`src/rtl/hp_round_if.sv`:
```
// Bundle between the round sequencer and its surroundings: judge/time-base inputs
// and the registered HP, timer and round status outputs.
interface hp_round_if #(
    parameter int HP_W    = 3,
    parameter int T_W     = 5,
    parameter int ROUND_W = 5
);
    logic               start;
    logic               tick;
    logic [1:0]         wl;
    logic               ans_en;
    logic               q_req;
    logic [HP_W-1:0]    my_hp;
    logic [HP_W-1:0]    en_hp;
    logic [T_W-1:0]     timer;
    logic [ROUND_W-1:0] round;
    logic [1:0]         last;
    logic [1:0]         state;
    logic [1:0]         winner;

    modport master (
        output start, tick, wl,
        input  ans_en, q_req, my_hp, en_hp, timer, round, last, state, winner
    );

    modport slave (
        input  start, tick, wl,
        output ans_en, q_req, my_hp, en_hp, timer, round, last, state, winner
    );
endinterface

```
`src/rtl/hp_round_ctrl.sv`:
```
// Round sequencer for the factorization duel: applies judge results to both HP
// registers, runs the per-question countdown and declares the match winner.
module hp_round_ctrl #(
    parameter int HP_INIT     = 5,
    parameter int HP_W        = 3,
    parameter int DMG         = 1,
    parameter int TIME_LIMIT  = 30,
    parameter int T_W         = 5,
    parameter int RESULT_HOLD = 3,
    parameter int ROUND_W     = 5
) (
    input  logic       clk,
    input  logic       rst,
    hp_round_if.slave  bus
);
    localparam int HOLD_W = (RESULT_HOLD > 1) ? $clog2(RESULT_HOLD) : 1;

    typedef enum logic [1:0] {
        IDLE     = 2'b00,
        QUESTION = 2'b01,
        RESULT   = 2'b10,
        GAMEOVER = 2'b11
    } state_t;

    typedef struct packed {
        state_t             state;
        logic               ans_en;
        logic               q_req;
        logic [HP_W-1:0]    my_hp;
        logic [HP_W-1:0]    en_hp;
        logic [T_W-1:0]     timer;
        logic [ROUND_W-1:0] round;
        logic [1:0]         last;
        logic [1:0]         winner;
        logic [HOLD_W-1:0]  hold;
    } regs_t;

    regs_t cur, nxt;

    // Damage never wraps: an HP below DMG clamps to zero.
    function automatic logic [HP_W-1:0] sat_sub(input logic [HP_W-1:0] hp);
        return (hp > HP_W'(DMG)) ? hp - HP_W'(DMG) : '0;
    endfunction

    // NOTE: the state register uses <= so every field samples the pre-edge view of nxt.
    always_ff @(posedge clk) begin
        if (rst) cur <= '0;
        else     cur <= nxt;
    end

    always_comb begin
        // NOTE: start from the held value so no path through this block infers a latch.
        nxt       = cur;
        nxt.q_req = 1'b0;

        unique case (cur.state)
            IDLE, GAMEOVER: begin
                if (bus.start) begin
                    nxt.state  = QUESTION;
                    nxt.my_hp  = HP_W'(HP_INIT);
                    nxt.en_hp  = HP_W'(HP_INIT);
                    nxt.round  = ROUND_W'(1);
                    nxt.timer  = T_W'(TIME_LIMIT);
                    nxt.last   = 2'b00;
                    nxt.winner = 2'b00;
                    nxt.q_req  = 1'b1;
                    nxt.hold   = '0;
                end
            end

            QUESTION: begin
                // A judge result wins over a coincident timeout and freezes the timer.
                if (bus.wl != 2'b00) begin
                    if (bus.wl[0]) nxt.en_hp = sat_sub(cur.en_hp);
                    if (bus.wl[1]) nxt.my_hp = sat_sub(cur.my_hp);
                    nxt.last  = bus.wl;
                    nxt.state = RESULT;
                    nxt.hold  = '0;
                end else if (bus.tick) begin
                    if (cur.timer == T_W'(1)) begin
                        nxt.timer = '0;
                        nxt.last  = 2'b00;
                        nxt.state = RESULT;
                        nxt.hold  = '0;
                    end else begin
                        nxt.timer = cur.timer - 1'b1;
                    end
                end
            end

            RESULT: begin
                if (bus.tick) begin
                    if (cur.hold == HOLD_W'(RESULT_HOLD - 1)) begin
                        if (cur.my_hp == '0 || cur.en_hp == '0) begin
                            nxt.state  = GAMEOVER;
                            nxt.winner = {cur.my_hp == '0, cur.en_hp == '0};
                        end else begin
                            nxt.state = QUESTION;
                            if (cur.round != '1) nxt.round = cur.round + 1'b1;
                            nxt.timer = T_W'(TIME_LIMIT);
                            nxt.q_req = 1'b1;
                        end
                    end else begin
                        nxt.hold = cur.hold + 1'b1;
                    end
                end
            end

            default: nxt = cur;
        endcase

        nxt.ans_en = (nxt.state == QUESTION);
    end

    assign bus.state  = cur.state;
    assign bus.ans_en = cur.ans_en;
    assign bus.q_req  = cur.q_req;
    assign bus.my_hp  = cur.my_hp;
    assign bus.en_hp  = cur.en_hp;
    assign bus.timer  = cur.timer;
    assign bus.round  = cur.round;
    assign bus.last   = cur.last;
    assign bus.winner = cur.winner;
endmodule
```
`src/flat_wrapper.sv`:
```
// flat-port wrapper written by rule: the top's interface ports become plain ports
module hp_round_ctrl_flat 
#(
    parameter int HP_INIT     = 5,
    parameter int HP_W        = 3,
    parameter int DMG         = 1,
    parameter int TIME_LIMIT  = 30,
    parameter int T_W         = 5,
    parameter int RESULT_HOLD = 3,
    parameter int ROUND_W     = 5
)
  (clk, rst, bus_start, bus_tick, bus_wl, bus_ans_en, bus_q_req, bus_my_hp, bus_en_hp, bus_timer, bus_round, bus_last, bus_state, bus_winner);
  hp_round_if #(.HP_W(HP_W), .T_W(T_W), .ROUND_W(ROUND_W)) bus_i ();
  input  logic clk;
  input  logic rst;
  input wire logic [$bits(bus_i.start)-1:0] bus_start;
  input wire logic [$bits(bus_i.tick)-1:0] bus_tick;
  input wire logic [$bits(bus_i.wl)-1:0] bus_wl;
  output wire logic [$bits(bus_i.ans_en)-1:0] bus_ans_en;
  output wire logic [$bits(bus_i.q_req)-1:0] bus_q_req;
  output wire logic [$bits(bus_i.my_hp)-1:0] bus_my_hp;
  output wire logic [$bits(bus_i.en_hp)-1:0] bus_en_hp;
  output wire logic [$bits(bus_i.timer)-1:0] bus_timer;
  output wire logic [$bits(bus_i.round)-1:0] bus_round;
  output wire logic [$bits(bus_i.last)-1:0] bus_last;
  output wire logic [$bits(bus_i.state)-1:0] bus_state;
  output wire logic [$bits(bus_i.winner)-1:0] bus_winner;
  assign bus_i.start = bus_start;
  assign bus_i.tick = bus_tick;
  assign bus_i.wl = bus_wl;
  assign bus_ans_en = bus_i.ans_en;
  assign bus_q_req = bus_i.q_req;
  assign bus_my_hp = bus_i.my_hp;
  assign bus_en_hp = bus_i.en_hp;
  assign bus_timer = bus_i.timer;
  assign bus_round = bus_i.round;
  assign bus_last = bus_i.last;
  assign bus_state = bus_i.state;
  assign bus_winner = bus_i.winner;
  hp_round_ctrl #(.HP_INIT(HP_INIT), .HP_W(HP_W), .DMG(DMG), .TIME_LIMIT(TIME_LIMIT), .T_W(T_W), .RESULT_HOLD(RESULT_HOLD), .ROUND_W(ROUND_W)) u_core (.clk(clk), .rst(rst), .bus(bus_i));
endmodule
```
`config.mk`:
```
export PLATFORM = sky130hd
export DESIGN_NAME = hp_round_ctrl_flat
export DESIGN_NICKNAME = d
export VERILOG_FILES = /design/src/rtl/hp_round_if.sv /design/src/rtl/hp_round_ctrl.sv /design/src/flat_wrapper.sv
export SDC_FILE = /design/constraint.sdc
export NUM_CORES = 1
export LEC_CHECK = 0
export ABC_AREA = 1
export CORE_AREA = 2 2 50 75
export CTS_CLUSTER_DIAMETER = 120
export CTS_CLUSTER_SIZE = 10
export DETAILED_ROUTE_END_ITERATION = 12
export DIE_AREA = 0 0 52 77
export PLACE_DENSITY = 0.81
export SYNTH_ARGS = -nofsm -noshare
export SYNTH_HDL_FRONTEND = slang
export SYNTH_SLANG_ARGS = --single-unit
```
`constraint.sdc`:
```
create_clock -name clk -period 2.7 [get_ports clk]
set_clock_uncertainty 0.15 [all_clocks]
set_input_delay 0.27 -clock clk [delete_from_list [all_inputs] [get_ports clk]]
set_output_delay 0.27 -clock clk [all_outputs]
set_load 0.01 [all_outputs]
```
Word level (Yosys, flattened, before mapping):

Cells that the tools add are included.
Widths: inputs -> output; s select.

* register bits: 26
* input bits: 6
* output and inout port bits: 24
* word-level logic and storage cells: 92

* add/subtract/negate cells: 5
* order comparisons: 2
* eq/ne operators: 21
* mux-type cells: 39
* reduce and logical (&&, ||, !) cells: 15

Operators with widths (number)
* $mux 10: 3
* $mux 2: 14
* $mux 23: 1
* $mux 5: 4
* $ne 2x2->1 const B: 8
* $pmux 5 s3: 1
* $mux 3: 4
* $pmux 2 s3: 2
* $pmux 6 s2: 1
* $reduce_and 4->1: 3
* $reduce_and 6->1: 2
* $pmux 5 s2: 1
* $reduce_and 5->1: 2
* $ne 2x1->1 const B: 4
* $pmux 2 s2: 2
* $eq 2x2->1 const B: 3
* $gt 3x1->1 const B: 2
* $logic_not 3->1: 2
* $mux 6: 1
* $reduce_bool 2->1: 3
* $sub 3x1->3 const B: 2
* $add 5x1->5 const B: 1
* $eq 5x1->1 const B: 1
* $ne 5x5->1 const B: 1
* other kinds (11): 14

Depth between registers and ports, before layout:

Gate-level depths: netlist of the first run.

* word-level depth: 7
* gate-level depth with buffers: 12
* depth with buffers taken out: 12

Least setup slack after synthesis of the first run:

Ideal clock, no wire load.

* path type: reg2reg
* start: register u_core.cur (netlist bit u_core.bus.state[0])
* end: register u_core.cur (netlist bit u_core.bus.timer[1])
* library setup time: 0.115 ns
* arrival: 1.419 ns
* data required time: 2.435 ns
* slack: 1.016 ns
* stages on the path, launching flop included: 9
* path buffers: 0
* period minus slack after synthesis: 1.684 ns
* cell sequence: dfxtp_1 -> inv_1 -> ha_1 -> nand2_2 -> nand2_2 -> nor3_4 -> nand2_1 -> o21ai_1 -> nor2_1

* word-level cells in the longest chain between the ends: 4
* elaborated cells on any way between the ends: 13
* classes of those cells: eq/ne: 9; mux: 1; reduce/logical: 3

RTL lines
* start, declared: RTL line hp_round_ctrl.sv:38 `regs_t cur, nxt;`
* start signal, assigned: RTL line hp_round_ctrl.sv:48 `else cur <= nxt;`
* $eq 2x2->1 or $logic_not 2->1 (tied branches): RTL line hp_round_ctrl.sv:56 `unique case (cur.state)`
* $reduce_or 2->1: RTL line hp_round_ctrl.sv:56
* $ne 2x2->1 (no source line)
* $reduce_and 6->1 (no source line)

Parallel ways exist; a longest one is shown, timed or not.
A chain may end at the register's enable or synchronous reset.

Final worst setup path of the first run:

* start: register u_core.cur (netlist bit u_core.bus.state[1])
* end: register u_core.cur (netlist bit u_core.bus.round[4])

* word-level cells in the longest chain between the ends: 4
* elaborated cells on any way between the ends: 12
* classes of those cells: eq/ne: 7; mux: 1; reduce/logical: 4

RTL lines (RTL line)
* $eq 2x2->1 or $logic_not 2->1 (tied branches): hp_round_ctrl.sv:56
* $reduce_or 2->1: hp_round_ctrl.sv:56
* $ne 2x2->1 (no source line) or $reduce_bool 2->1 (tied branches)
* $reduce_and 6->1 (no source line)

Parallel ways exist; a longest one is shown, timed or not.

==> run_results.csv, run 1 <==
group,metric,value,unit
critical_path,cp-start-kind,"flop",
sta,worst_slew_pin_slew,498,ps
clock_network,clkTransAtPathRegs,90,ps
synthesis,synthDominantCellAreaShare,28.5,%
synthesis,synth_seq_cells,26,
layout,nFillCells,325,
layout,drive_above_1_share,10.4,%
place,gp_congestion,0.865,
clock_network,cts_hold_buf,0,
critical_path,worstReg2RegStart,"u_core.bus.state[1]",
die,fp-row-count,26,
global_routing,grt_overflow,0,
drt,drtAntennaViolNets,0,
flow_run,drv_cap,0,
layout,instances_no_fill,322,
synthesis,synth_seq_area_share,28.5,%
worst_hold_path,min_to,"u_core.bus.winner[1]",
global_routing,antenna_found_initial,0,
place,port_buffers,29,
die,ios,30,
layout,syn_to_final_growth,11.0,%
critical_path,crit_type,"reg -> reg",
synthesis,syn-mean-instance-area,6.71,um2
clock_network,cts_buffer_depth,2,
sta,rsz0062_at_grt,"false",
die,coreArea,3350,um2
sta,finalCritPeriodShare,74.2,%
clock_network,numCtsBuffers,3,
critical_path,arrival,2030,ps
synthesis,synth_top_cells_by_area,"dfxtp_1 29%, nand2_1 12%, buf_4 9.0%",
run_status,outcome,"completed",
drt,post_drt_via_cell_ratio,4.97,
critical_path,r2r_end,"u_core.bus.round[4]",
power,p_per_area,618,nW/um2
critical_path,crit_path_end_kind,"flop",
critical_path,rrSetupSlack,700,ps
clock_network,cts-resized-gates,0,
sta,max_freq,0.499,GHz
critical_path,cp_slowest_stage_delay,500,ps
die,die_y,77,um
sta,relSlewSlack,66.8,%
clock_network,cts-htree-levels,1,
critical_path,cp_slowest_cell,"ha_1",
global_routing,grt_first_pass_wirelength,6.20,mm
clock_network,clock_latency,280,ps
die,fp.dieW,52,um
sta,setup_tns,0,ps
sta,setup_viol,0,
worst_hold_path,hp-start,"u_core.bus.winner[1]",
drt,drt_wl_total,3.54,mm
layout,multiInputGateArea,968,um2
clock_network,tritoncts,"built",
synthesis,netlist_instances,272,
clock_network,postCtsSetupBuffers,0,
critical_path,startpoint,"u_core.bus.state[1]",
drt,drcViolationCount,0,
die,start_util,54.5,%
clock_network,root_buffer,"clkbuf_8",
power,power.total,0.00125,W
critical_path,critPathMaxFanout,13,
worst_hold_path,min_path_type,"reg -> reg",
drt,wl_per_cell,11.0,um
place,place_hpwl,2.81,mm
die,die-area,4000,um2
global_routing,grt_pass1_vias,1540,
synthesis,synth_nets,291,
synthesis,synth_area,1830,um2
sta,hold_viol,0,
power,leakagePower,0.924,nW
drt,via_count,1601,
synthesis,ys.warnings.count,0,
drt,firstDrtPassIters,4,
synthesis,synth_area_leader_cell,"dfxtp_1",
critical_path,critical_path_required,2730,ps
layout,final_nets,300,
global_routing,track_usage,20.0,%
power,ir_worst_vdd,441,uV
critical_path,cp_cell_sequence,"ha_1 -> inv_2 -> nand2_4 -> nand2_2 -> nor2_2 -> nand2_2 -> inv_2 -> nand2_1 -> nand2_1 -> nor2_1",
synthesis,ys_types,28,
layout,regArea,520,um2
worst_hold_path,hold_path_depth,2,
critical_path,reg2reg_depth,10,
sta,hold_slack,329,ps
global_routing,grt_max_degree,16,
sta,drv_slew,0,
layout,n_antenna_cell,0,
place,dp_cells,318,
clock_network,clock_sink_count,26,
drt,drt_iter0_drc,47,
sta,fin_crit,2000,ps
==> state kept, by name, summed over array words and instances (netlist names) <==
signal	flops
u_core.cur	2
u_core.bus.en_hp	3
u_core.bus.q_req	1
u_core.bus.round	5
u_core.bus.last	2
u_core.bus.winner	2
u_core.bus.state	2
u_core.bus.timer	5
u_core.bus.my_hp	3
u_core.bus.ans_en	1
==> report_power, final <==
part	switching, W	internal [W]
combinational	0.000285	0.000223
clock	0.000125	0.000131
sequential	0.0000474	0.000440
==> metal layers <==
layer  vias to the layer above  wire (um)  GRT usage [%]
met5                         -          0              0
met4                         0         82           10.0
met3                         7         95           3.11
met2                        26       1910           35.7
met1                       731       1450           21.6
li1                        837          -              -
==> stage by stage <==
| step | utilization, % | cell area [um2] | setup slack [ps] |
|---|---|---|---|
| 2_1_floorplan | - | 1830 | 1020 |
| 3_3_place_gp | 58.8 | 1970 | 725 |
| 3_5_place_dp | 58.8 | 1970 | 726 |
| 4_1_cts | 60.5 | 2030 | 696 |
| 5_1_grt | 60.5 | 2030 | 491 |
| 6_report | 60.5 | 2030 | 696 |
==> final cells by class <==
cell class                      instances  share of cell area, %
Tap cell                               42                   2.59
Timing Repair Buffer                   30                   14.7
Clock buffer                            4                   2.72
Multi-Input combinational cell        185                   47.8
Sequential cell                        26                   25.7
Inverter                               35                   6.49
==> critical path: cells and delay by family (launching register included) <==
family	cells	cell delay (ps)
buffers and inverters	2	270
adders and majority gates	1	500
and+or+nand+nor	7	550
DFF	1	420
==> logic make-up (layout without fill, tap and decap cells) <==
family	Yosys count	after routing	synth area share, %
xor gates and xnor gates	5	5	2.40
DFF	26	26	28.5
buffers and inverters	61	69	18.4
adders and majority gates	13	13	8.91
and+or+nand+nor	135	135	32.3
AOI/OAI and AO/OA	32	32	9.46
==> cell usage in the layout (no fill, tap or decap) <==
master / netlist / final
nand2_1: 59 / 59
nor2_1: 43 / 43
clkdlybuf4s50_1: 0 / 29
inv_1: 28 / 28
dfxtp_1: 26 / 26
o21ai_0: 13 / 13
ha_1: 13 / 13
a21oi_1: 12 / 12
nand3_1: 10 / 10
nand2_2: 9 / 9
inv_2: 7 / 7
nor2_2: 5 / 5
xor2_1: 4 / 4
clkbuf_8: 1 / 4
nand4_1: 3 / 3
nor3_1: 3 / 3
a31oi_1: 2 / 2
nand2_4: 1 / 1
o21ai_2: 1 / 1
o22ai_1: 1 / 1
nand3b_1: 1 / 1
o21a_1: 1 / 1
nor3_4: 1 / 1
xnor2_1: 1 / 1
o21ai_1: 1 / 1
o31ai_1: 1 / 1
buf_4: 22 / 1
==> Yosys cell counts (all sizes together) <==
cell    instances
nand2          69
nor2           48
inv            35
dfxtp          26
buf            24
o21ai          15
ha             13
a21oi          12
nand3          10
nor3            4
xor2            4
nand4           3
a31oi           2
clkbuf          2
nand3b          1
o21a            1
o22ai           1
o31ai           1
xnor2           1
==> worst max-delay path by stage <==
stage | depth (start not counted) | to
final | 10 | u_core.bus.round[4]
after global routing | 10 | u_core.bus.round[1]
after CTS | 10 | u_core.bus.round[4]
after detailed placement | 11 | u_core.bus.round[4]
after global placement | 8 | u_core.bus.round[0]
after floorplan | 8 | u_core.bus.timer[1]
Note: power is estimated with default switching activity, not from simulation.
==> inputs of run 2 (changes only) <==
Settings changed: CORE_AREA 2 2 50 75 to 2 2 51 77, DIE_AREA 0 0 52 77 to 0 0 53 79, PLACE_DENSITY 0.81 to 0.78.
Clock period 2.7 ns to 2.1 ns, I/O delays scaled along.
==> run 2 against run 1 <==
Sequential share of layout area down 0.11 points. Via count up 0.44%. Final cell count up 0.62%. Critical path depth down 2.
==> run_results.csv, run 2 (synthesis gave the netlist of run 1 again) <==
group,metric,value,unit
critical_path,crit_path_end_kind,"flop",
place,pre_cts_slack,225,ps
clock_network,postCtsSetupBuffers,0,
critical_path,cp_cell_sequence,"inv_1 -> ha_1 -> nand2_2 -> nand2_2 -> nor3_4 -> nand2_1 -> nor2_1 -> nor2_1",
clock_network,cts-resized-gates,0,
critical_path,crit_type,"reg -> reg",
clock_network,clock_sink_count,26,
sta,setup_viol,0,
global_routing,grt_first_pass_wirelength,5.98,mm
die,fp-row-count,27,
layout,multiInputGateArea,968,um2
clock_network,cts_buffer_depth,2,
die,fp.dieW,53,um
layout,regArea,520,um2
critical_path,cp_slowest_cell,"dfxtp_1",
global_routing,track_usage,18.8,%
global_routing,use_met1,21.4,%
drt,drtAntennaViolNets,0,
clock_network,clock_latency,270,ps
power,power.total,0.00161,W
drt,firstDrtPassIters,4,
clock_network,cts-htree-levels,1,
global_routing,antenna_found_initial,0,
critical_path,cp_top_family,"simple AND/OR/NAND/NOR gates",
sta,drv_slew,0,
critical_path,worst-path-buf-inv,1,
sta,worst_slew_pin_slew,350,ps
layout,drive_above_1_share,10.7,%
sta,relSlewSlack,76.7,%
clock_network,cts_hold_buf,0,
critical_path,critPathMaxFanout,6,
drt,drt_wl_total,3.65,mm
layout,syn_to_final_growth,11.4,%
die,ios,30,
die,die_y,79,um
clock_network,tritoncts,"built",
global_routing,grt.met2_usage,33.6,%
critical_path,reg2reg_depth,8,
global_routing,grt_pass1_vias,1434,
clock_network,root_buffer,"clkbuf_8",
layout,nFillCells,360,
die,coreArea,3550,um2
power,leakagePower,0.929,nW
drt,drt_iter0_drc,50,
layout,layout_common_cells,"59 x nand2_1, 43 x nor2_1, 29 x clkdlybuf4s50_1",
layout,fin_util,57.4,%
sta,setup_tns,0,ps
sta,fin_crit,1910,ps
sta,max_freq,0.525,GHz
clock_network,numCtsBuffers,3,
place,place_hpwl,2.88,mm
sta,hold_viol,0,
layout,final_nets,301,
layout,n_antenna_cell,0,
layout,layout_commonest_cell,"nand2_1",
critical_path,critical_path_required,2120,ps
global_routing,top_usage_layer,"met2",
flow_run,drv_cap,0,
clock_network,clkTransAtPathRegs,90,ps
global_routing,grt_max_degree,15,
run_status,outcome,"completed",
worst_hold_path,hold_path_depth,2,
critical_path,arrival,1930,ps
critical_path,cp_slowest_stage_delay,430,ps
drt,wl_per_cell,11.3,um
critical_path,cp-start-kind,"flop",
global_routing,grt_overflow,0,
global_routing,met3_usage,1.69,%
place,gp_congestion,0.969,
die,start_util,51.5,%
sta,rsz0062_at_grt,"false",
power,ir_worst_vdd,535,uV
sta,finalCritPeriodShare,90.7,%
critical_path,cp.depth,8,
sta,setup_ws,194,ps
power,p_per_area,791,nW/um2
die,die-area,4190,um2
worst_hold_path,min_path_type,"reg -> reg",
drt,via_count,1608,
place,port_buffers,29,
drt,drcViolationCount,0,
drt,post_drt_via_cell_ratio,4.96,
==> run 2: changes by cell type in the layout (fill, tap and decap cells not counted) <==
cell and delta:
buf_4 +1
==> run 2: layout make-up <==
cell class / instances / area share [%]
Clock buffer: 4 / 2.71
Inverter: 35 / 6.46
Multi-Input combinational cell: 185 / 47.6
Sequential cell: 26 / 25.6
Tap cell: 43 / 2.64
Timing Repair Buffer: 31 / 15.0
==> run 2: final timing paths <==
path,to,slack (ps),startpoint
min reg2reg,u_core.bus.winner[1],340,u_core.bus.winner[1]
min,u_core.bus.winner[1],340,u_core.bus.winner[1]
max reg2reg,u_core.bus.timer[3],190,u_core.bus.state[0]
max,u_core.bus.timer[3],190,u_core.bus.state[0]
==> run 2: metal layers <==
metal | share of wire [%] | vias up
met1 | 41 | 726
met3 | 3.6 | 6
met5 | 0 | -
li1 | - | 842
met2 | 53 | 34
met4 | 2.3 | 0
==> run 2: worst min-delay path, stage by stage, from the launching register on <==
cell     delay [ps]
dfxtp_1         340
nor2_1           50
nor2_1           70
==> run 2: metrics by stage <==
step / hold slack, ps / area, um2 / cells
after floorplan: 129 / 1830 / 272
after global placement: 308 / 1980 / 320
after detailed placement: 316 / 1980 / 320
after CTS: 341 / 2030 / 324
after global routing: 357 / 2030 / 324
final: 335 / 2030 / 324
==> run 2: where the power goes <==
group	internal, W	switching [W]
clock	0.000168	0.000158
sequential	0.000565	0.0000624
combinational	0.000288	0.000367
==> inputs of run 3 (changes only) <==
Settings changed: CORE_AREA 2 2 51 77 to 2 2 56 84, DIE_AREA 0 0 53 79 to 0 0 58 86, PLACE_DENSITY 0.78 to 0.66.
==> run 3 against run 2 <==
Utilization shrank 8.7 points. Wire length grew 0.77%. Non-clock buffer count grew 1. Cell area grew 0.68%. Setup slack lost 23 ps. Clock-buffer cell count is the same. Die area grew 19%. Largest power group unchanged. Highest routed layer unchanged.
==> run_results.csv, run 3 (synthesis gave the netlist of run 1 again) <==
group,metric,value,unit
die,fp-row-count,29,
place,gp_congestion,0.856,
critical_path,cp_slowest_cell,"dfxtp_1",
critical_path,cp_top_family,"simple AND/OR/NAND/NOR gates",
critical_path,cp_slowest_stage_delay,440,ps
sta,drv_slew,0,
sta,relSlewSlack,78.6,%
critical_path,arrival,1960,ps
place,port_buffers,29,
clock_network,clkTransAtPathRegs,100,ps
critical_path,crit_type,"reg -> reg",
drt,firstDrtPassIters,4,
die,coreArea,4210,um2
critical_path,critical_path_required,2130,ps
sta,rsz0062_at_grt,"false",
run_status,outcome,"completed",
critical_path,worst-path-buf-inv,1,
clock_network,root_buffer,"clkbuf_8",
clock_network,clock_latency,270,ps
drt,post_drt_via_cell_ratio,4.82,
drt,wl_per_cell,11.2,um
critical_path,cp_cell_sequence,"inv_1 -> ha_1 -> nand2_2 -> nand2_2 -> nor3_4 -> nand2_1 -> o21ai_1 -> nor2_1",
die,start_util,43.4,%
place,place_hpwl,2.94,mm
drt,drtAntennaViolNets,0,
drt,drt_wl_total,3.68,mm
sta,fin_crit,1930,ps
power,power.total,0.00162,W
sta,hold_viol,0,
clock_network,tritoncts,"built",
clock_network,postCtsSetupBuffers,0,
critical_path,crit_top_cell,"nand2_2",
clock_network,numCtsBuffers,3,
drt,drcViolationCount,0,
die,ios,30,
drt,drt_iter0_drc,38,
layout,fin_util,48.7,%
die,die-area,4990,um2
die,die_y,86,um
sta,setup_viol,0,
sta,finalCritPeriodShare,91.8,%
sta,setup_ws,172,ps
global_routing,antenna_found_initial,0,
layout,layout_commonest_cell,"nand2_1",
layout,drive_above_1_share,11.3,%
layout,n_antenna_cell,0,
sta,hold_slack,332,ps
flow_run,drv_cap,0,
critical_path,crit_path_end_kind,"flop",
worst_hold_path,min_path_type,"reg -> reg",
global_routing,grt_overflow,0,
power,p_per_area,790,nW/um2
layout,layout_common_cells,"59 x nand2_1, 43 x nor2_1, 29 x clkdlybuf4s50_1",
global_routing,track_usage,16.2,%
global_routing,grt_max_degree,15,
layout,syn_to_final_growth,12.2,%
place,pre_cts_slack,192,ps
critical_path,critPathMaxFanout,6,
drt,via_count,1581,
layout,final_nets,302,
sta,max_freq,0.519,GHz
global_routing,grt_pass1_vias,1535,
clock_network,cts-htree-levels,1,
die,fp.dieW,58,um
clock_network,cts_buffer_depth,2,
sta,worst_slew_pin_slew,318,ps
global_routing,grt_first_pass_wirelength,6.41,mm
power,ir_worst_vdd,498,uV
sta,setup_tns,0,ps
power,leakagePower,0.933,nW
clock_network,clock_sink_count,26,
critical_path,cp-start-kind,"flop",
[run 3: cell count changes in the layout (fill, tap and decap cells not counted)]
cell / change
buf_4: +1
ha_1: -1
ha_2: +1
[run 3: worst reg2reg max path: stages, from the launching register on]
cell and delay (ps):
dfxtp_1 440, inv_1 70, ha_1 400, nand2_2 130, nand2_2 100, nor3_4 210
nand2_1 150, o21ai_1 140, nor2_1 50
[run 3: final timing paths]
check	startpoint	to	slack (ps)	cells after the start
max	u_core.bus.state[0]	u_core.bus.timer[1]	170	8
min reg2reg	u_core.bus.winner[0]	u_core.bus.winner[0]	330	2
min	u_core.bus.winner[0]	u_core.bus.winner[0]	330	2
max reg2reg	u_core.bus.state[0]	u_core.bus.timer[1]	170	8
[run 3: cell type report]
type                    instances  area [um2]
fillers                       438        2160
flip-flops and latches         26         520
clock buffers                   4        55.1
inverters                      35         131
multi-input cells             185         971
repair buffers                 32         313
well taps                      46        57.6
[run 3: per-stage QoR]
stage	cells	instance area, um2
3_3_place_gp	324	1990
2_1_floorplan	272	1830
3_5_place_dp	324	1990
6_report	328	2050
5_1_grt	328	2050
4_1_cts	328	2050
[run 3: where the power goes]
part           total, W  internal, W  switching, W
registers      0.000628     0.000565     0.0000625
clock network  0.000335     0.000168      0.000167
logic          0.000655     0.000290      0.000365
[run 3: timing repair]
item / 4_1_cts / 5_1_grt
hold buffers: 0 / 0
endpoints found under the hold margin: 0 / 0
resized for setup: 0 / 1
setup endpoints to repair: 0 / 1
[run 3: metal layers]
layer  GRT usage (%)  share of wire, %
met1            17.9                43
met2            30.3                53
met3            1.96               2.8
met4            6.55               1.7
met5               0                 0
